`src/rtl/rx_frame_pkg.sv`:
```
// rx_frame_pkg: shared octet codes, FSM states and status bit positions for the DCFEB frame receiver
package rx_frame_pkg;
  localparam logic [7:0] K_BC = 8'hBC;
  localparam logic [7:0] K_FB = 8'hFB;
  localparam logic [7:0] K_FD = 8'hFD;
  localparam logic [7:0] K_FE = 8'hFE;
  localparam logic [7:0] K_F7 = 8'hF7;
  localparam logic [7:0] D_55 = 8'h55;
  localparam logic [7:0] D_D5 = 8'hD5;
  localparam logic [31:0] CRC_POLY = 32'h04C11DB7;
  typedef enum logic [1:0] {S_IDLE, S_PRE, S_DATA, S_DROP} state_e;
  localparam int ST_CRC   = 0;
  localparam int ST_LONG  = 1;
  localparam int ST_SHORT = 2;
  localparam int ST_CODE  = 3;
  localparam int ST_DROP  = 4;
  localparam int ST_SOP   = 5;
  localparam int ST_V     = 6;
  localparam int ST_ODD   = 7;
  function automatic logic [15:0] crc_chk(input logic [31:0] c);
    logic [15:0] r;
    for (int i = 0; i < 16; i++) r[i] = ~c[31-i];
    return r;
  endfunction
endpackage

```
`src/rtl/rx_frame_proc_gen_crc.sv`:
```
// crc32_d16: CRC-32 engine consuming 16 bits per cycle, bit 0 of the word first
module crc32_d16
  import rx_frame_pkg::*;
(
  input  logic        CLK,
  input  logic        RST_N,
  input  logic        init,
  input  logic        calc,
  input  logic        valid,
  input  logic [15:0] din,
  output logic [31:0] crc
);
  logic [31:0] crc_n;
  always_comb begin
    crc_n = crc;
    for (int i = 0; i < 16; i++) crc_n = {crc_n[30:0], 1'b0} ^ ((crc_n[31] ^ din[i]) ? CRC_POLY : 32'h0);
  end
  always_ff @(posedge CLK)
    if (!RST_N || init) crc <= '1;
    else if (calc && valid) crc <= crc_n;
endmodule

```
`src/rtl/rx_frame_proc_gen.sv`:
```
// rx_frame_proc_gen: 1000BASE-X 16-bit packet receiver framing DCFEB payload into the data FIFO
module rx_frame_proc_gen
  import rx_frame_pkg::*;
#(
  parameter int MAX_WORDS = 812,
  parameter int MIN_WORDS = 1,
  parameter int CNT_W     = 16,
  parameter int CRC_CHECK = 1,
  parameter int AF_DROP   = 1
) (
  input  logic             CLK,
  input  logic             RST_N,
  input  logic [15:0]      RXDATA,
  input  logic [1:0]       RX_IS_K,
  input  logic [1:0]       RXDISPERR,
  input  logic [1:0]       RXNOTINTABLE,
  input  logic             FF_FULL,
  input  logic             FF_AF,
  input  logic             CNT_CLR,
  output logic [15:0]      FRM_DATA,
  output logic             FRM_DATA_VALID,
  output logic             FRM_END,
  output logic [7:0]       FRM_STATUS,
  output logic             GOOD_CRC,
  output logic             CRC_CHK_VLD,
  output logic [CNT_W-1:0] CNT_GOOD,
  output logic [CNT_W-1:0] CNT_BAD_CRC,
  output logic [CNT_W-1:0] CNT_DROP,
  output logic [CNT_W-1:0] CNT_CODE_ERR
);
  localparam int CW = $clog2(MAX_WORDS + 2);
  state_e state, state_n;
  logic [15:0] d1, hold, hold_n;
  logic k1, sop1, sopw1, eop1, odd1, v1, cerr1, cerr_in;
  logic [CW-1:0] cnt, cnt_n;
  logic [7:0] acc, acc_n, cur, st;
  logic dv_n, close, feed, drop, start;
  logic [31:0] crc;
  assign cerr_in = |{RXDISPERR, RXNOTINTABLE};
  assign drop = FF_FULL || (AF_DROP != 0 && FF_AF);
  assign cur = (8'(cerr1) << ST_CODE) | (8'(v1) << ST_V);
  assign start = sop1 && (state == S_IDLE || state == S_DATA);
  assign CRC_CHK_VLD = FRM_END;
  always_ff @(posedge CLK)
    if (!RST_N) {d1, k1, sop1, sopw1, eop1, odd1, v1, cerr1} <= '0;
    else begin
      d1 <= RXDATA;
      k1 <= |RX_IS_K;
      sop1 <= RX_IS_K[0] && RXDATA[7:0] == K_FB;
      sopw1 <= RX_IS_K[1] && RXDATA[15:8] == K_FB;
      eop1 <= (RX_IS_K[0] && RXDATA[7:0] == K_FD) || (RX_IS_K[1] && RXDATA[15:8] == K_FD);
      odd1 <= RX_IS_K[1] && RXDATA[15:8] == K_FD;
      v1 <= (RX_IS_K[0] && RXDATA[7:0] == K_FE) || (RX_IS_K[1] && RXDATA[15:8] == K_FE);
      cerr1 <= cerr_in;
    end
  always_comb begin
    state_n = state;
    acc_n = acc | cur;
    st = acc | cur;
    cnt_n = cnt;
    hold_n = hold;
    dv_n = 1'b0;
    close = 1'b0;
    feed = 1'b0;
    case (state)
      S_PRE:
        if (!k1 && d1 == {D_D5, D_55}) state_n = S_DATA;
        else if (k1 || d1 != {D_55, D_55}) begin
          close = 1'b1;
          st[ST_SOP] = 1'b1;
          state_n = S_IDLE;
        end
      S_DATA:
        if (sop1 || sopw1) begin
          close = 1'b1;
          st[ST_SOP] = 1'b1;
          state_n = S_IDLE;
        end else if (eop1) begin
          close = 1'b1;
          st[ST_ODD] = odd1;
          st[ST_SHORT] = cnt < CW'(MIN_WORDS + 1);
          st[ST_CRC] = CRC_CHECK != 0 && cnt != '0 && hold != crc_chk(crc);
          state_n = S_IDLE;
        end else if (!k1 && cnt == CW'(MAX_WORDS + 1)) begin
          acc_n[ST_LONG] = 1'b1;
          state_n = S_DROP;
        end else if (!k1) begin
          hold_n = d1;
          cnt_n = cnt + CW'(1);
          dv_n = cnt != '0;
          feed = cnt != '0;
        end
      S_DROP:
        if (eop1) begin
          close = 1'b1;
          st[ST_ODD] = odd1;
          state_n = S_IDLE;
        end
      default: ;
    endcase
    if (start) begin
      cnt_n = '0;
      acc_n = cur | (drop ? 8'd1 << ST_DROP : 8'd0);
      state_n = drop ? S_DROP : S_PRE;
    end
  end
  always_ff @(posedge CLK)
    if (!RST_N) begin
      state <= S_IDLE;
      acc <= '0;
      cnt <= '0;
      hold <= '0;
      FRM_DATA <= '0;
      FRM_DATA_VALID <= 1'b0;
      FRM_END <= 1'b0;
      FRM_STATUS <= '0;
      GOOD_CRC <= 1'b1;
    end else begin
      state <= state_n;
      acc <= acc_n;
      cnt <= cnt_n;
      hold <= hold_n;
      FRM_DATA <= dv_n ? hold : FRM_DATA;
      FRM_DATA_VALID <= dv_n;
      FRM_END <= close;
      FRM_STATUS <= close ? st : FRM_STATUS;
      GOOD_CRC <= close ? !st[ST_CRC] : GOOD_CRC;
    end
  always_ff @(posedge CLK)
    if (!RST_N || CNT_CLR) {CNT_GOOD, CNT_BAD_CRC, CNT_DROP, CNT_CODE_ERR} <= '0;
    else begin
      CNT_GOOD <= CNT_GOOD + CNT_W'(close && st == '0 && !(&CNT_GOOD));
      CNT_BAD_CRC <= CNT_BAD_CRC + CNT_W'(close && st[ST_CRC] && !(&CNT_BAD_CRC));
      CNT_DROP <= CNT_DROP + CNT_W'(close && st[ST_DROP] && !(&CNT_DROP));
      CNT_CODE_ERR <= CNT_CODE_ERR + CNT_W'(cerr_in && !(&CNT_CODE_ERR));
    end
  crc32_d16 u_crc (
    .CLK(CLK),
    .RST_N(RST_N),
    .init(start),
    .calc(state == S_DATA),
    .valid(feed),
    .din(hold),
    .crc(crc)
  );
endmodule
```
`config.mk`:
```
export PLATFORM = sky130hd
export DESIGN_NAME = rx_frame_proc_gen
export DESIGN_NICKNAME = d
export VERILOG_FILES = /design/src/rtl/rx_frame_pkg.sv /design/src/rtl/rx_frame_proc_gen_crc.sv /design/src/rtl/rx_frame_proc_gen.sv
export SDC_FILE = /design/constraint.sdc
export NUM_CORES = 1
export LEC_CHECK = 0
export ABC_AREA = 1
export CORE_UTILIZATION = 35
export CTS_BUF_LIST = sky130_fd_sc_hd__clkbuf_4 sky130_fd_sc_hd__clkbuf_8
export DETAILED_ROUTE_END_ITERATION = 12
export GPL_ROUTABILITY_DRIVEN = 0
export PLACE_DENSITY = 0.62
export SETUP_SLACK_MARGIN = 0.15
export SKIP_LAST_GASP = 1
export SLEW_MARGIN = 40
export SYNTH_ARGS = -nofsm -noshare
export SYNTH_HDL_FRONTEND = slang
export SYNTH_HIERARCHICAL = 1
export SYNTH_SLANG_ARGS = --single-unit
export TNS_END_PERCENT = 50
```
`constraint.sdc`:
```
create_clock -name CLK -period 3 [get_ports CLK]
set_input_delay 0.45 -clock CLK [delete_from_list [all_inputs] [get_ports CLK]]
set_output_delay 0.45 -clock CLK [all_outputs]
set_load 0.02 [all_outputs]
```
After elaboration in Yosys (flattened, before gate mapping)

Index checks and enable logic that the tools add are counted.

Flip-flop bits (word level): 182
Output and inout bits: 92
Logic and storage cells: 200

Add/subtract/negate cells: 5
$lt $le $gt $ge: 1
Equal/unequal tests: 16
Multiplexer cells: 54
Bitwise operators: 56
Reduce and logical (&&, ||, !) cells: 46

Operators by type and width:

| operator                                                               | count |
|---|---|
| 32-bit bitwise XOR                                                     | 16 |
| 27-bit two-way mux                                                     | 16 |
| 16-bit by 1-bit adder with 16-bit output                               | 4 |
| 16-bit AND reduction                                                   | 4 |
| 8-bit equality test (second input constant)                            | 6 |
| 1-bit two-way mux                                                      | 24 |
| 1-bit inverter                                                         | 21 |
| 1-bit logical AND                                                      | 18 |
| 16-bit equality test (second input constant)                           | 1 |
| 2-bit two-way mux                                                      | 8 |
| 16-bit by 15-bit != test with 1-bit output (second input constant)     | 1 |
| 16-bit != test                                                         | 1 |
| 1-bit bitwise XOR                                                      | 16 |
| 10-bit by 1-bit adder with 10-bit output (second input constant)       | 1 |
| 10-bit equality test (second input constant)                           | 1 |
| 10-bit by 2-bit < comparator with 1-bit output (second input constant) | 1 |
| 10-bit nonzero test                                                    | 1 |
| 8-bit logical NOT                                                      | 1 |
| 1-bit logical OR                                                       | 8 |
| 8-bit two-way mux                                                      | 1 |
| 8-bit by 7-bit bitwise OR with 8-bit output                            | 1 |
| 1-bit logical NOT                                                      | 7 |
| 4-bit by 7-bit bitwise OR with 7-bit output                            | 1 |
| 7-bit by 5-bit bitwise OR with 7-bit output                            | 1 |
| 15 further kinds                                                       | 18 |

Longest topological paths before layout

Gate-level depths: netlist of the first run.

Word-level depth: 48
Mapped depth: 21

Cells and area by module

Netlist of the first run, hierarchy kept.

By module, submodules not included:

| module            | instances | cells an instance | area each (um2) | sequential area each (um2) |
|---|---|---|---|---|
| rx_frame_proc_gen | 1         | 915               | 6575.1          | 2922.8 |
| crc32_d16         | 1         | 609               | 3565.9          | 640.6 |

Least setup slack after synthesis of the first run

Ideal clock, no wire load.

Kind: flip-flop to flip-flop
From: register state[0]
To: register CNT_BAD_CRC[14]
Library setup time: 0.128 ns
Arrival time: 2.452 ns
Data required time: 2.872 ns
Setup slack: 0.420 ns
Cell stages (with the launch flop): 19
Path buffers: 0
Period minus slack after synthesis: 2.580 ns
Cells stage by stage: dfxtp_1 inv_1 ha_1 inv_1 nor2_1 o22ai_1 nand2_1 nand2_1 nor3_1 ha_1 ha_1 nand2_1 nor2_1 inv_1 nor2_1 nand4_1 xor2_1 inv_1 nor2_1

Word-level cells in the longest chain between the ends: 5

RTL lines:

| what                                                                                  | line                     | source |
|---|---|---|
| start, declared                                                                       | rx_frame_proc_gen.sv:32  | `state_e state, state_n;` |
| start signal, assigned                                                                | rx_frame_proc_gen.sv:119 | `state <= state_n;` |
| 2-bit equality test or 2-bit by 1-bit equality test with 1-bit output (tied branches) | rx_frame_proc_gen.sv:65  | `case (state)` |
| 1-bit one-hot mux with 3 select lines or 1-bit two-way mux (tied branches)            | rx_frame_proc_gen.sv:65  |  |
| 1-bit logical AND * (2 in a row)                                                      | rx_frame_proc_gen.sv:133 | `CNT_BAD_CRC <= CNT_BAD_CRC + CNT_W'(close && st[ST_CRC] && !(&CNT_BAD_CRC));` |
| 16-bit by 1-bit adder with 16-bit output *                                            | rx_frame_proc_gen.sv:133 |  |
| end signal, assigned                                                                  | rx_frame_proc_gen.sv:133 |  |
| end, declared                                                                         | rx_frame_proc_gen.sv:27  | `output logic [CNT_W-1:0] CNT_BAD_CRC,` |

Mark *: on every way between the ends. The rest lies on a longest branch, timed or not.
A chain may end at the register's enable or synchronous reset.

Worst setup path after layout of the first run

From: register state[0]
To: register CNT_BAD_CRC[13]

Same word-level chain as after synthesis.

==> results.py, run 1 <==
metrics = {
    "timing": {
        "setup_viol_count_final": 0,
        "hold_violations": 0,
        "finalMaxSlewViolations": 0,
        "tightest_slew_ns": 0.683,
        "skew_ns": 0.0235,
        "rsz0062_at_grt": "true",
        "tns_ns": 0,
        "max_freq_mhz": 381,
        "layout_min_cycle_time_ns": 2.62,
        "max_slew_margin_pct": 54.3,
        "fin_crit_sh_pct": 87.4,
    },
    "worst_setup_path": {
        "crit_type": "flop to flop",
        "crit_family": "simple AND/OR/NAND/NOR gates",
        "crit_end": "CNT_BAD_CRC[13]",
        "crit_cells": 18,
        "crit_top_cell": "nand2_1",
        "r2r.worst_path.cells": 18,
        "cp_slowest_cell": "dfxtp_4",
        "startpoint": "state[0]",
        "worstPathCellList": "inv_2, ha_4, inv_1, nor2_2, o22ai_1, nand2_1, nand2_1, nor3_2, ha_2, nand3_1, nor3_2, nand2_1, inv_1, nand3_1, nor3_1, nand2_1, nand2_1, nor2_1",
        "r2r_end": "CNT_BAD_CRC[13]",
        "r2r_slack_ns": 0.38,
        "critPathCaptureType": "flop",
        "cp_max_fo": 6,
        "arrival_ns": 2.99,
        "rr_startpoint": "state[0]",
        "startpoint_type": "flop",
        "path_buf_inv": 3,
        "cp.required_ns": 3.37,
        "cp_slowest_stage_delay_ns": 0.37,
    },
    "synthesis": {
        "synth_nets": 1567,
        "synth_edf_count": 0,
        "synth_top_cell_by_area": "dfxtp_1",
        "yosysMostFrequentCell": "nand2_1",
        "postSynth.asyncResetShare_pct": 0,
        "synth_cells": 1524,
        "ys_ff_latch": 178,
        "yosys-top-cells-area": "dfxtp_1 35%, nand2_1 16%, inv_1 6.1%, nor2_1 6.0%, nand3_1 4.9%",
        "synth_top_area_share_pct": 35.1,
        "yosysSeqAreaShare_pct": 35.1,
        "synthTopCellsByCount": "429 x nand2_1, 178 x dfxtp_1, 164 x inv_1, 163 x nor2_1, 100 x nand3_1",
        "synth.cell_area_um2": 10100,
        "synth_area_per_cell_um2": 6.65,
        "synth_warnings": 6,
        "yosys_most_used_dff": "dfxtp_1",
        "ys_types": 46,
    },
    "clock_network": {
        "cts_buffer_depth": 2,
        "clockRootBuffer": "clkbuf_8",
        "cts_buffers": 17,
        "h-tree-depth": 4,
        "ctsHoldBuffers": 0,
        "clkLatencyLatePin_ns": 0.47,
        "clock_sinks": 178,
        "cts_tree": "yes",
        "cts.clk_slew.worst_paths_ns": 0.11,
    },
    "drt": {
        "avgRoutedWirePerCell_um": 14.2,
        "route.detailed.drc": 0,
        "wl_um": 29400,
        "ant_nets": 0,
        "first_pass_iters": 5,
        "num_vias": 10100,
        "initialDrtViolationCount": 685,
        "viasPerCell": 4.88,
    },
    "grt": {
        "grt_max_degree": 46,
        "grt_overflow": 0,
        "grt_pass1_vias": 9156,
        "grt_usage_pct": 20.3,
        "grt_first_pass_wirelength_um": 46900,
        "antenna_found_initial": 0,
    },
    "floorplan": {
        "ioPinCount": 119,
        "die_h_um": 172,
        "die_w_um": 172,
        "rows": 61,
        "dieArea_um2": 29700,
        "start_util_pct": 36.0,
        "core_um2": 28200,
    },
    "power_and_ir_drop": {
        "pwr-share-clk_pct": 18.1,
        "seq_power_share_pct": 27.9,
        "p_int_mw": 4.65,
        "p_sw_mw": 4.47,
        "powerDensity_nw_per_um2": 730,
        "power_leakage_nw": 5.15,
        "swShare_pct": 49.0,
        "ir_worst_vdd_mv": 0.338,
        "comb_power_share_pct": 53.9,
    },
    "final_layout": {
        "fillCellCount": 2902,
        "antennaDiodeCount": 0,
        "layoutNonFillerInstCount": 2061,
        "stdcell_area_um2": 12500,
        "area_delta_synth_final_pct": 23.2,
        "drive_gt1_share_pct": 14.1,
        "finalNetCount": 1713,
    },
    "placed_design": {
        "place_area_um2": 11900,
        "place_inst": 2026,
        "port_buffers": 118,
        "dp_hpwl_um": 22300,
    },
    "min_path": {
        "hold_path_class": "flop to flop",
    },
    "run": {
        "maxCapViolations": 0,
    },
    "run_status": {
        "status": "finished clean",
    },
}
[power groups by stage]
stage / registers, mW / logic, mW / clock network [mW]
after floorplan: 2.62 / 3.56 / 0
after global placement: 2.59 / 4.69 / 0
after detailed placement: 2.60 / 4.77 / 0
after CTS: 2.54 / 4.79 / 1.71
after global routing: 2.56 / 5.48 / 1.82
final: 2.55 / 4.92 / 1.65
[per-stage QoR]
stage / utilization (%) / hold WS [ns] / power (mW) / setup slack (ns)
finish: 44.4 / 0.475 / 9.12 / 0.378
global route: 44.4 / 0.501 / 9.87 / 0.0861
CTS: 43.7 / 0.477 / 9.04 / 0.134
detailed placement: 42.3 / 0.449 / 7.36 / 0.0640
global placement: 42.3 / 0.440 / 7.28 / 0.122
floorplan: - / 0.426 / 6.19 / 0.420
[placed cells by master, fill, tap and decap left out, drive strengths merged, types with 2 or more instances in the layout]
cell           instances
nand2                505
inv                  189
dfxtp                178
nor2                 168
clkdlybuf4s50        118
nand3                104
a21oi                 99
o21ai                 69
xor2                  58
buf                   38
nor3                  28
xnor2                 22
nand4                 21
clkbuf                17
ha                    16
or2                   11
clkinv                10
nor4                   8
o211ai                 6
and3                   3
a31oi                  3
nand3b                 3
a22oi                  2
nor3b                  2
[logic make-up (layout without fill, tap and decap cells)]
kind of cell,after synthesis,count (layout),share of synthesized area [%]
compound gates,183,183,9.72
xor+xnor,80,80,7.13
fa+ha+maj,16,16,1.97
buf+inv,213,372,8.34
flops,178,178,35.1
simple gates,854,854,37.7
[final cells by class]
class                      instances  area (um2)  area share (%)
sequential                       178        3580            28.6
timing repair buffer             156        1470            11.7
inverter                         184         702            5.62
clock inverter                    15         158            1.26
multi-input combinational       1133        5880            47.1
clock buffer                      17         234            1.87
tap                              378         473            3.79
[registers in the layout, indices dropped and copies added (netlist names), 4 cells and up]
register	cells
hold	16
CNT_DROP	16
FRM_DATA	16
u_crc/crc	32
CNT_CODE_ERR	16
cnt	10
CNT_GOOD	16
acc	4
d1	16
FRM_STATUS	8
CNT_BAD_CRC	16
[worst min-delay path, stage by stage (launching register included)]
cell and delay [ns]:
dfxtp_1 0.32, nand2_1 0.06, a21oi_1 0.06
[routing by layer]
metal	GRT usage (%)	vias up	wire length, um
met5	0	-	0
li1	-	5112	-
met2	33.5	276	13400
met4	5.04	0	468
met1	25.4	4649	12900
met3	6.71	27	2540
[worst min path at each step]
stage / start / to / slack (ns) / cells after the start
after global routing: d1[2] / hold[2] / 0.50 / 2
after global placement: acc[3] / acc[3] / 0.44 / 2
after floorplan: acc[3] / acc[3] / 0.43 / 2
after CTS: FRM_DATA[12] / FRM_DATA[12] / 0.48 / 2
final: FRM_DATA[12] / FRM_DATA[12] / 0.48 / 2
after detailed placement: acc[6] / acc[6] / 0.45 / 2
[repair_timing]
action / CTS / global route
buffers inserted: 0 / 3
endpoints found under the setup margin: 9 / 26
resized for setup: 2 / 49
pin swaps: 0 / 5
(Power assumes the default switching activity.)
==> inputs of run 2 (changes only) <==
- PLACE_DENSITY: 0.62 -> 0.59
- SLEW_MARGIN: 40 -> 10
==> run 2 against run 1 <==
Die area unchanged. Critical path depth down 3. Core utilization is 0.16 points lower. Global-route usage increased by 0.16 points. Critical path type unchanged.
==> results.py, run 2 (synthesis gave the netlist of run 1 again) <==
metrics = {
    "timing": {
        "max_freq_mhz": 372,
        "finalMaxSlewViolations": 0,
        "tns_ns": 0,
        "skew_ns": 0.0179,
        "rsz0062_at_grt": "true",
        "fin_crit_sh_pct": 89.7,
        "max_slew_margin_pct": 60.4,
        "layout_min_cycle_time_ns": 2.69,
        "hold_violations": 0,
        "tightest_slew_ns": 0.593,
        "setup_viol_count_final": 0,
    },
    "drt": {
        "avgRoutedWirePerCell_um": 14.4,
        "route.detailed.drc": 0,
        "wl_um": 29700,
        "first_pass_iters": 5,
        "viasPerCell": 4.81,
        "initialDrtViolationCount": 499,
        "ant_nets": 0,
        "num_vias": 9896,
    },
    "floorplan": {
        "ioPinCount": 119,
        "core_um2": 28200,
        "die_w_um": 172,
        "dieArea_um2": 29700,
        "start_util_pct": 36.0,
        "rows": 61,
        "die_h_um": 172,
    },
    "grt": {
        "grt_first_pass_wirelength_um": 47300,
        "grt_usage_pct": 20.5,
        "grt_pass1_vias": 9279,
        "antenna_found_initial": 0,
        "grt_max_degree": 40,
        "grt_overflow": 0,
    },
    "run": {
        "maxCapViolations": 0,
    },
    "worst_setup_path": {
        "crit_family": "simple AND/OR/NAND/NOR gates",
        "arrival_ns": 3.10,
        "crit_type": "flop to flop",
        "path_buf_inv": 2,
        "startpoint_type": "flop",
        "cp_slowest_stage_delay_ns": 0.38,
        "worstPathCellList": "inv_1, ha_1, nor3b_2, nor3_1, nand2_2, nor3_1, buf_4, ha_2, nand3_2, nor3_2, nand2_2, nor2_4, nand2_1, or2_2, a21oi_1",
        "cp.required_ns": 3.41,
        "critPathCaptureType": "flop",
        "cp_max_fo": 4,
        "cp_slowest_cell": "dfxtp_2",
    },
    "power_and_ir_drop": {
        "power_leakage_nw": 5.13,
        "powerDensity_nw_per_um2": 729,
        "p_total_mw": 9.07,
        "ir_worst_vdd_mv": 0.332,
    },
    "clock_network": {
        "postCtsSetupBuffers": 0,
        "cts_tree": "yes",
        "clkLatencyLatePin_ns": 0.47,
        "clock_sinks": 178,
        "clockRootBuffer": "clkbuf_8",
        "cts.clk_slew.worst_paths_ns": 0.11,
        "cts_buffer_depth": 2,
        "h-tree-depth": 4,
        "cts_buffers": 17,
        "ctsHoldBuffers": 0,
    },
    "run_status": {
        "status": "finished clean",
    },
    "final_layout": {
        "antennaDiodeCount": 0,
        "top_register": "u_crc/crc",
        "area_delta_synth_final_pct": 22.8,
        "drive_gt1_share_pct": 13.9,
        "stdcell_area_um2": 12400,
        "finalNetCount": 1711,
        "largest_reg_flops": 32,
        "final_common_cell": "nand2_1",
        "final_cell_mix": "426 x nand2_1, 169 x dfxtp_1, 163 x inv_1, 150 x nor2_1, 118 x clkdlybuf4s50_1",
    },
    "placed_design": {
        "port_buffers": 118,
        "place_area_um2": 11900,
        "dp_hpwl_um": 22600,
    },
    "min_path": {
        "hold_path_class": "flop to flop",
    },
}
run 2: cell type report:
type                            instances  area, um2
Multi-Input combinational cell       1133       5870
Inverter                              184        708
Tap cell                              378        473
Timing Repair Buffer                  154       1450
Sequential cell                       178       3580
Fill cell                            2955      15700
Clock inverter                         14        139
Clock buffer                           17        234
run 2: final timing paths:
kind                            startpoint         endpoint  slack [ns]  cells after the start
worst max-delay path                cnt[0]  CNT_BAD_CRC[15]        0.31                     15
worst min-delay path                acc[3]           acc[3]        0.47                      2
worst max register to register      cnt[0]  CNT_BAD_CRC[15]        0.31                     15
worst min register to register      acc[3]           acc[3]        0.47                      2
run 2: per-layer routing:
| metal | track usage [%] | wire, um | vias up |
|---|---|---|---|
| li1 | - | - | 5093 |
| met1 | 25.9 | 13800 | 4528 |
| met2 | 34.6 | 13600 | 244 |
| met3 | 4.88 | 1900 | 31 |
| met4 | 5.77 | 498 | 0 |
| met5 | 0 | 0 | - |
run 2: per-stage QoR:
stage	hold slack [ns]	worst slack (ns)	cells	util, %
after CTS	0.470	0.184	2058	43.7
after global placement	0.439	0.234	2027	42.3
after global routing	0.492	0.0693	2058	44.2
after floorplan	0.426	0.420	1524	-
final	0.470	0.309	2058	44.2
after detailed placement	0.443	0.138	2027	42.3
run 2: worst min-delay path, stage by stage (launching register included):
cell and delay [ns]:
dfxtp_1 0.33, a22oi_1 0.07, inv_1 0.05
run 2: timing repair:
action / 4_1_cts / 5_1_grt
resized for setup: 2 / 47
setup endpoints to repair: 4 / 36
pin swaps: 0 / 4
run 2: power breakdown:
group	total [mW]	leakage (nW)	internal [mW]	switching, mW
sequential	2.55	1.44	2.46	0.0914
combinational	4.90	3.49	1.55	3.35
clock	1.62	0.193	0.615	1.00
total	9.07	5.13	4.62	4.45
